`src/rtl/data_frame_rx_pkg.sv`:
```
// Shared state encoding and error codes for the Aurora 3-word frame receiver.
package data_frame_pkg;

  typedef enum logic [1:0] {
    ST_IDLE    = 2'd0,
    ST_RECV    = 2'd1,
    ST_DISCARD = 2'd2
  } state_e;

  localparam logic [1:0] ERR_NONE    = 2'b00;
  localparam logic [1:0] ERR_SHORT   = 2'b01;
  localparam logic [1:0] ERR_LONG    = 2'b10;
  localparam logic [1:0] ERR_KEEPGAP = 2'b11;

endpackage

```
`src/rtl/data_frame_rx_gap_timer.sv`:
```
// Counts consecutive idle cycles inside a frame; expire_o flags the GAP_MAX-th one.
module gap_timer #(
  parameter int unsigned GAP_MAX = 255
) (
  input  logic clk_i,
  input  logic rst_i,
  input  logic clear_i,
  input  logic tick_i,
  output logic expire_o
);

  localparam int unsigned W = $clog2(GAP_MAX + 1);

  logic [W-1:0] cnt_q;

  assign expire_o = tick_i && (cnt_q == W'(GAP_MAX - 1));

  always_ff @(posedge clk_i) begin
    if (rst_i || clear_i) begin
      cnt_q <= '0;
    end else if (tick_i) begin
      cnt_q <= cnt_q + W'(1);
    end
  end

endmodule

```
`src/rtl/data_frame_rx.sv`:
```
// Aurora RX user-data frame checker: validates length/keep/gap and latches good frames atomically.
module data_frame_rx
  import data_frame_pkg::*;
#(
  parameter int unsigned DATA_W  = 32,
  parameter int unsigned KEEP_W  = 4,
  parameter int unsigned NWORDS  = 3,
  parameter int unsigned GAP_MAX = 255,
  parameter int unsigned CNT_W   = 16
) (
  input  logic              clk,
  input  logic              reset,
  input  logic              en,
  input  logic              clr_err,
  input  logic [DATA_W-1:0] rx_data,
  input  logic              rx_valid,
  input  logic              rx_last,
  input  logic [KEEP_W-1:0] rx_keep,
  output logic [DATA_W-1:0] data_1,
  output logic [DATA_W-1:0] data_2,
  output logic [DATA_W-1:0] data_3,
  output logic              frame_done,
  output logic              frame_err,
  output logic [1:0]        err_code,
  output logic [CNT_W-1:0]  frame_count,
  output logic [CNT_W-1:0]  err_count,
  output logic              busy
);

  localparam int unsigned IDX_W = $clog2(NWORDS);
  localparam logic [IDX_W-1:0] LAST_IDX = IDX_W'(NWORDS - 1);

  state_e             state_q, state_d;
  logic [IDX_W-1:0]   idx_q, idx_d;
  logic [DATA_W-1:0]  shadow_q [NWORDS];
  logic [DATA_W-1:0]  frame_q  [3];
  logic               done_q, err_q, busy_q;
  logic [1:0]         code_q;
  logic [CNT_W-1:0]   fcnt_q, ecnt_q;

  logic               store, commit, err_ev, gap_expire, keep_ok;
  logic [1:0]         err_new;

  assign keep_ok = &rx_keep;

  gap_timer #(.GAP_MAX(GAP_MAX)) u_gap (
    .clk_i    (clk),
    .rst_i    (reset),
    .clear_i  ((state_q != ST_RECV) || rx_valid),
    .tick_i   ((state_q == ST_RECV) && !rx_valid),
    .expire_o (gap_expire)
  );

  always_comb begin
    state_d = state_q;
    idx_d   = idx_q;
    store   = 1'b0;
    commit  = 1'b0;
    err_ev  = 1'b0;
    err_new = ERR_NONE;
    unique case (state_q)
      ST_IDLE: begin
        if (rx_valid && en) begin
          store = 1'b1;
          if (!keep_ok) begin
            err_ev  = 1'b1;
            err_new = ERR_KEEPGAP;
            state_d = rx_last ? ST_IDLE : ST_DISCARD;
          end else if (rx_last) begin
            err_ev  = 1'b1;
            err_new = ERR_SHORT;
          end else begin
            state_d = ST_RECV;
            idx_d   = IDX_W'(1);
          end
        end else if (rx_valid && !rx_last) begin
          state_d = ST_DISCARD;
        end
      end
      ST_RECV: begin
        if (rx_valid) begin
          store = 1'b1;
          idx_d = '0;
          if (!keep_ok) begin
            err_ev  = 1'b1;
            err_new = ERR_KEEPGAP;
            state_d = rx_last ? ST_IDLE : ST_DISCARD;
          end else if (idx_q == LAST_IDX) begin
            if (rx_last) begin
              commit  = 1'b1;
              state_d = ST_IDLE;
            end else begin
              err_ev  = 1'b1;
              err_new = ERR_LONG;
              state_d = ST_DISCARD;
            end
          end else if (rx_last) begin
            err_ev  = 1'b1;
            err_new = ERR_SHORT;
            state_d = ST_IDLE;
          end else begin
            idx_d = idx_q + IDX_W'(1);
          end
        end else if (gap_expire) begin
          err_ev  = 1'b1;
          err_new = ERR_KEEPGAP;
          state_d = ST_IDLE;
          idx_d   = '0;
        end
      end
      ST_DISCARD: begin
        if (rx_valid && rx_last) state_d = ST_IDLE;
      end
      default: state_d = ST_IDLE;
    endcase
  end

  always_ff @(posedge clk) begin
    if (reset) begin
      state_q <= ST_IDLE;
      idx_q   <= '0;
      done_q  <= 1'b0;
      err_q   <= 1'b0;
      busy_q  <= 1'b0;
      code_q  <= ERR_NONE;
      fcnt_q  <= '0;
      ecnt_q  <= '0;
      for (int unsigned i = 0; i < NWORDS; i++) shadow_q[i] <= '0;
      for (int unsigned i = 0; i < 3; i++) frame_q[i] <= '0;
    end else begin
      state_q <= state_d;
      idx_q   <= idx_d;
      busy_q  <= (state_d != ST_IDLE);
      done_q  <= commit;
      if (store) shadow_q[idx_q] <= rx_data;
      // Final word bypasses the shadow so the whole frame lands on the same edge.
      if (commit) begin
        fcnt_q <= fcnt_q + CNT_W'(1);
        for (int unsigned i = 0; i < 3; i++) begin
          if (i + 1 < NWORDS)       frame_q[i] <= shadow_q[i];
          else if (i + 1 == NWORDS) frame_q[i] <= rx_data;
        end
      end
      if (err_ev) begin
        err_q  <= 1'b1;
        ecnt_q <= ecnt_q + CNT_W'(1);
        if (clr_err || code_q == ERR_NONE) code_q <= err_new;
      end else if (clr_err) begin
        err_q  <= 1'b0;
        code_q <= ERR_NONE;
      end
    end
  end

  assign data_1      = frame_q[0];
  assign data_2      = frame_q[1];
  assign data_3      = frame_q[2];
  assign frame_done  = done_q;
  assign frame_err   = err_q;
  assign err_code    = code_q;
  assign frame_count = fcnt_q;
  assign err_count   = ecnt_q;
  assign busy        = busy_q;

endmodule
```
`config.mk`:
```
export PLATFORM = sky130hd
export DESIGN_NAME = data_frame_rx
export DESIGN_NICKNAME = d
export VERILOG_FILES = /design/src/rtl/data_frame_rx_pkg.sv /design/src/rtl/data_frame_rx_gap_timer.sv /design/src/rtl/data_frame_rx.sv
export SDC_FILE = /design/constraint.sdc
export NUM_CORES = 1
export LEC_CHECK = 0
export BUFFER_PORTS_ARGS = -buffer_cell sky130_fd_sc_hd__clkbuf_2
export CAP_MARGIN = 20
export CORE_ASPECT_RATIO = 0.7
export CORE_UTILIZATION = 35
export DETAILED_ROUTE_END_ITERATION = 6
export PLACE_DENSITY = 0.58
export SKIP_LAST_GASP = 1
export SYNTH_ARGS = -nofsm -noshare
export SYNTH_HDL_FRONTEND = slang
export SYNTH_SLANG_ARGS = --single-unit
```
`constraint.sdc`:
```
create_clock -name clk -period 4.2 [get_ports clk]
set_input_delay 0.21 -clock clk [delete_from_list [all_inputs] [get_ports clk]]
set_output_delay 0.21 -clock clk [all_outputs]
set_load 0.1 [all_outputs]
```
# Yosys cells after proc, flatten, opt, wreduce, memory -nomap -nowiden
# Memory sizes are Yosys's and may differ from the RTL's.
# Cells that the tools add are included.
# Widths: inputs -> output; s select.
# word_totals
register_bits,49
in_bits,42
mem_bits_rw,192
n_memories,2
output_inout_bits,133
# mem_list
memory,words,width,rd,rd_clocked_by_memory_dff,write_ports,line,text
frame_q,3,32,3,0,3,data_frame_rx.sv:36,logic [DATA_W-1:0] frame_q [3];
shadow_q,3,32,2,0,3,data_frame_rx.sv:35,logic [DATA_W-1:0] shadow_q [NWORDS];
# classes
bitwise_logic,3
mux,64
n_reduce_logical,19
n_eq_ne,10
addsub,4
# op_table
operator,count
$mux 32,4
$mux 2,29
$add 16x1->16 const B,2
$reduce_or 32->1,1
$mux 1,26
$add 8x1->8 const B,1
$eq 8x8->1 const B,1
$pmux 2 s2,2
$ne 2x2->1 const B,3
$pmux 2 s3,1
$reduce_bool 2->1,3
$logic_and 1x1->1,5
$reduce_and 5->1,1
$eq 2x2->1 const B,2
$logic_not 2->1,2
$ne 2x1->1 const B,2
$pmux 1 s2,2
$reduce_and 4->1,1
$logic_or 1x1->1,3
$ne 3x3->1 const B,1
$or 1x1->1,3
$add 2x1->2 const B,1
$eq 2x1->1 const B,1
$logic_not 1->1,2
$reduce_and 2->1,1

# Logic depth before layout (Yosys ltp)
# depth
depth_word,9
depth_mapped,9

# Hierarchy
# From an unflattened synthesis, not the netlist that was laid out.
# unflattened
cells_unflattened,651
hier_area_um2,8513.2
# modules_own_cells
module,area_each_um2,cells_each,instances
data_frame_rx,8144.1,609,1
gap_timer,369.1,42,1

# Least setup slack after synthesis
# No wires, ideal clock.
# synth_timing
path_kind,flip-flop to flip-flop
start,register idx_q[0]
end,"memory frame_q[0][0], enable pin"
n_path_buf,0
setup_ns,0.471
path_slack_ns,0.496
stages_incl_launch_ff,6
t_arrival_ns,3.233
required_ns,3.729
cell_sequence,dfxtp_1 -> inv_1 -> ha_1 -> ha_1 -> nand3_1 -> nand2b_1
# synth_rtl
item,line,text
from (decl),data_frame_rx.sv:34,"logic [IDX_W-1:0] idx_q, idx_d;"
from (signal assigned),data_frame_rx.sv:132,idx_q <= idx_d;
to (decl),data_frame_rx.sv:36,

==> results.cfg <==
[drt]
via_per_inst = 4.65
num_vias = 5231
wl_per_cell_um = 15.5
ant_nets = 0
first_iter_violations = 333
dr.pass1.iters = 6
route.detailed.drc = 0
drt-total-wl_mm = 17.5

[synth]
syn_area_mm2 = 0.00837
synth_nets = 677
synth_cells = 625
synth_commonest_cells = edfxtp_1, and2_1, and3_1
yosys.area_share.simple = 0.202
synth-xor-area-share = 0.0230
yosysWarnings = 0
synth_top_family_by_area = simple AND/OR/NAND/NOR gates
synthMuxAreaShare = 0
synth_top_area_share = 0.574
synthTopCellsByArea = edfxtp_1, dfxtp_1, and2_1
syn_avg_cell_area_um2 = 13.4
synth_ff_type = edfxtp_1
yosysUniqueCellTypes = 52
synthAdderAreaFrac = 0.0150
synth_most_common_cell = edfxtp_1
synth_compound_area_frac = 0.0443
synth_edf_count = 160
synth-seq-cells = 209
synth_top_area_cell = edfxtp_1
synthArstFlopShare = 0
synth_seq_area_share = 0.692

[global_routing]
grt_start_max_net_pins = 97
grt_pass1_wl_mm = 27.8
antenna_found_initial = 0
grt_pass1_vias = 4839
grt_use_total = 0.141
overflow = 0

[worst_setup_path]
path_class = flop to flop
crit_required_ns = 4.54
cp_max_fo = 75
cp_common_cell = ha_1
endpoint_kind = flop
crit_chain = inv_1, ha_1, ha_1, nand3_1, nor2_4, buf_4, and2_1
start_kind = flop
crit_arrival_ns = 2.87
max_stage_delay_ns = 0.56
ff2ff_setup_slack_ns = 1.67
critPathSlowestCell = buf_4

[sta]
setup_viol = 0
skew_ns = 0.0169
tightest_slew_ns = 0.808
maxSlewHeadroom = 0.458
min_period_over_period = 0.602
whs_ns = 0.0245
setup_tns_ns = 0
fin_crit_ns = 2.53
maxSlewViolCount = 0
max_freq_ghz = 0.395
rsz0062_at_grt = false
hold_viol = 0

[placed_design]
hpwl_mm = 11.1
gp_congestion = 0.724
io_buffers = 174

[clocking]
cts_buffer_depth = 3
cts.htree.levels = 1
cts_buffers = 22
clkTransAtPathRegs_ns = 0.06
cts_tree = yes
cts-root-buf = clkbuf_16
worstSkewPairLatency_ns = 0.50
cts_sinks = 209

[floorplanning]
pin_count = 175
fp.dieW_um = 187
core_area_mm2 = 0.0230
die_h_um = 131
row_count = 46
die-area_mm2 = 0.0245
initial_utilization = 0.363

[finish]
layout.nets = 849
drive_above_1_share = 0.275
syn_to_final_growth_pct = 22.4
antenna_cells = 0

[power]
p_leak_nw = 4.27
p_per_area_mw_per_mm2 = 438
ir_worst_vdd_v = 0.000243

[run_status]
status = finished, final reports clean

[job]
cap_violations = 0

[worst_hold_path]
hp-class = input port to flop
==> logic make-up after synthesis <==
family                     Yosys count
buffers and inverters               48
DFF                                209
xor gates and xnor gates            22
adders and majority gates           10
AOI/OAI and AO/OA                   56
and+or+nand+nor                    280
==> critical path, delay by kind of cell, from the launching register on <==
family	cells	cell delay (ns)
AND/OR/NAND/NOR	3	0.87
buffers and inverters	2	0.67
adder cells (fa/ha/maj)	2	0.46
flip-flops	1	0.31
==> area by class of cell <==
type                       instances  area, µm²
clock buffer                      27        591
clock inverter                    12       65.1
fill                            2150      12800
inverter                          12       45.0
multi-input combinational        368       2400
sequential                       209       5790
tap                              312        390
timing repair buffer             184        963
==> per-stage QoR <==
step	area [µm²]	cells	power, W	setup WS (ns)	util
after floorplan	8370	625	0.00267	0.496	-
after global placement	9560	1083	0.00276	1.71	0.415
after detailed placement	9560	1083	0.00276	1.65	0.415
after CTS	10200	1124	0.00454	1.61	0.445
after global routing	10200	1124	0.00465	1.39	0.445
final	10200	1124	0.00448	1.67	0.445
==> sequential cells by signal (all words and copies together) (netlist names), 2 cells and up <==
register,count
shadow_q,64
state_q,2
err_code,2
frame_q,96
frame_count,16
u_gap.cnt_q,8
idx_q,2
err_count,16
==> layer usage <==
metal	routed length, µm	GRT usage	up-vias	part of all wire
met4	274	0.0319	0	0.016
met1	8430	0.204	2486	0.48
li1	-	-	2600	-
met5	0	0	-	0
met2	7820	0.216	125	0.45
met3	951	0.0302	20	0.054
==> what timing repair did <==
| item | 4_1_cts | 5_1_grt |
|---|---|---|
| gates resized for setup | 0 | 0 |
| buffers inserted | 0 | 0 |
| endpoints found under the hold margin | 2 | 0 |
| hold buffers | 2 | 0 |
==> final timing paths <==
kind / from / endpoint / depth (start not counted)
min reg2reg: err_count[12]$_SDFFE_PP0P_ / err_count[12]$_SDFFE_PP0P_ / 2
min: rx_data[5] / frame_q[0][69]$_SDFFCE_PN0P_ / 2
max: idx_q[0]$_SDFFE_PP0P_ / frame_q[0][93]$_SDFFCE_PN0P_ / 7
max reg2reg: idx_q[0]$_SDFFE_PP0P_ / frame_q[0][93]$_SDFFCE_PN0P_ / 7
==> placed cells by master, fill, tap and decap left out, types with 10 or more instances in the layout <==
cell type and count:
or3_1 11, nand4_1 10, a21oi_1 20, clkbuf_16 23
dfxtp_1 49, nor2_1 30, inv_1 12, and3_1 69
nand3_1 12, and2_1 97, o21ai_0 11, clkbuf_2 174
edfxtp_1 160, ha_1 10, nand2_1 17, xor2_1 14
==> report_power, final <==
group	leakage, nW	switching, W	internal [W]
sequential	2.05	0.0000197	0.00229
clock	0.311	0.000765	0.00100
combinational	1.91	0.000353	0.0000563
total	4.27	0.00114	0.00334
No activity file was read; power rests on OpenSTA's default activity.
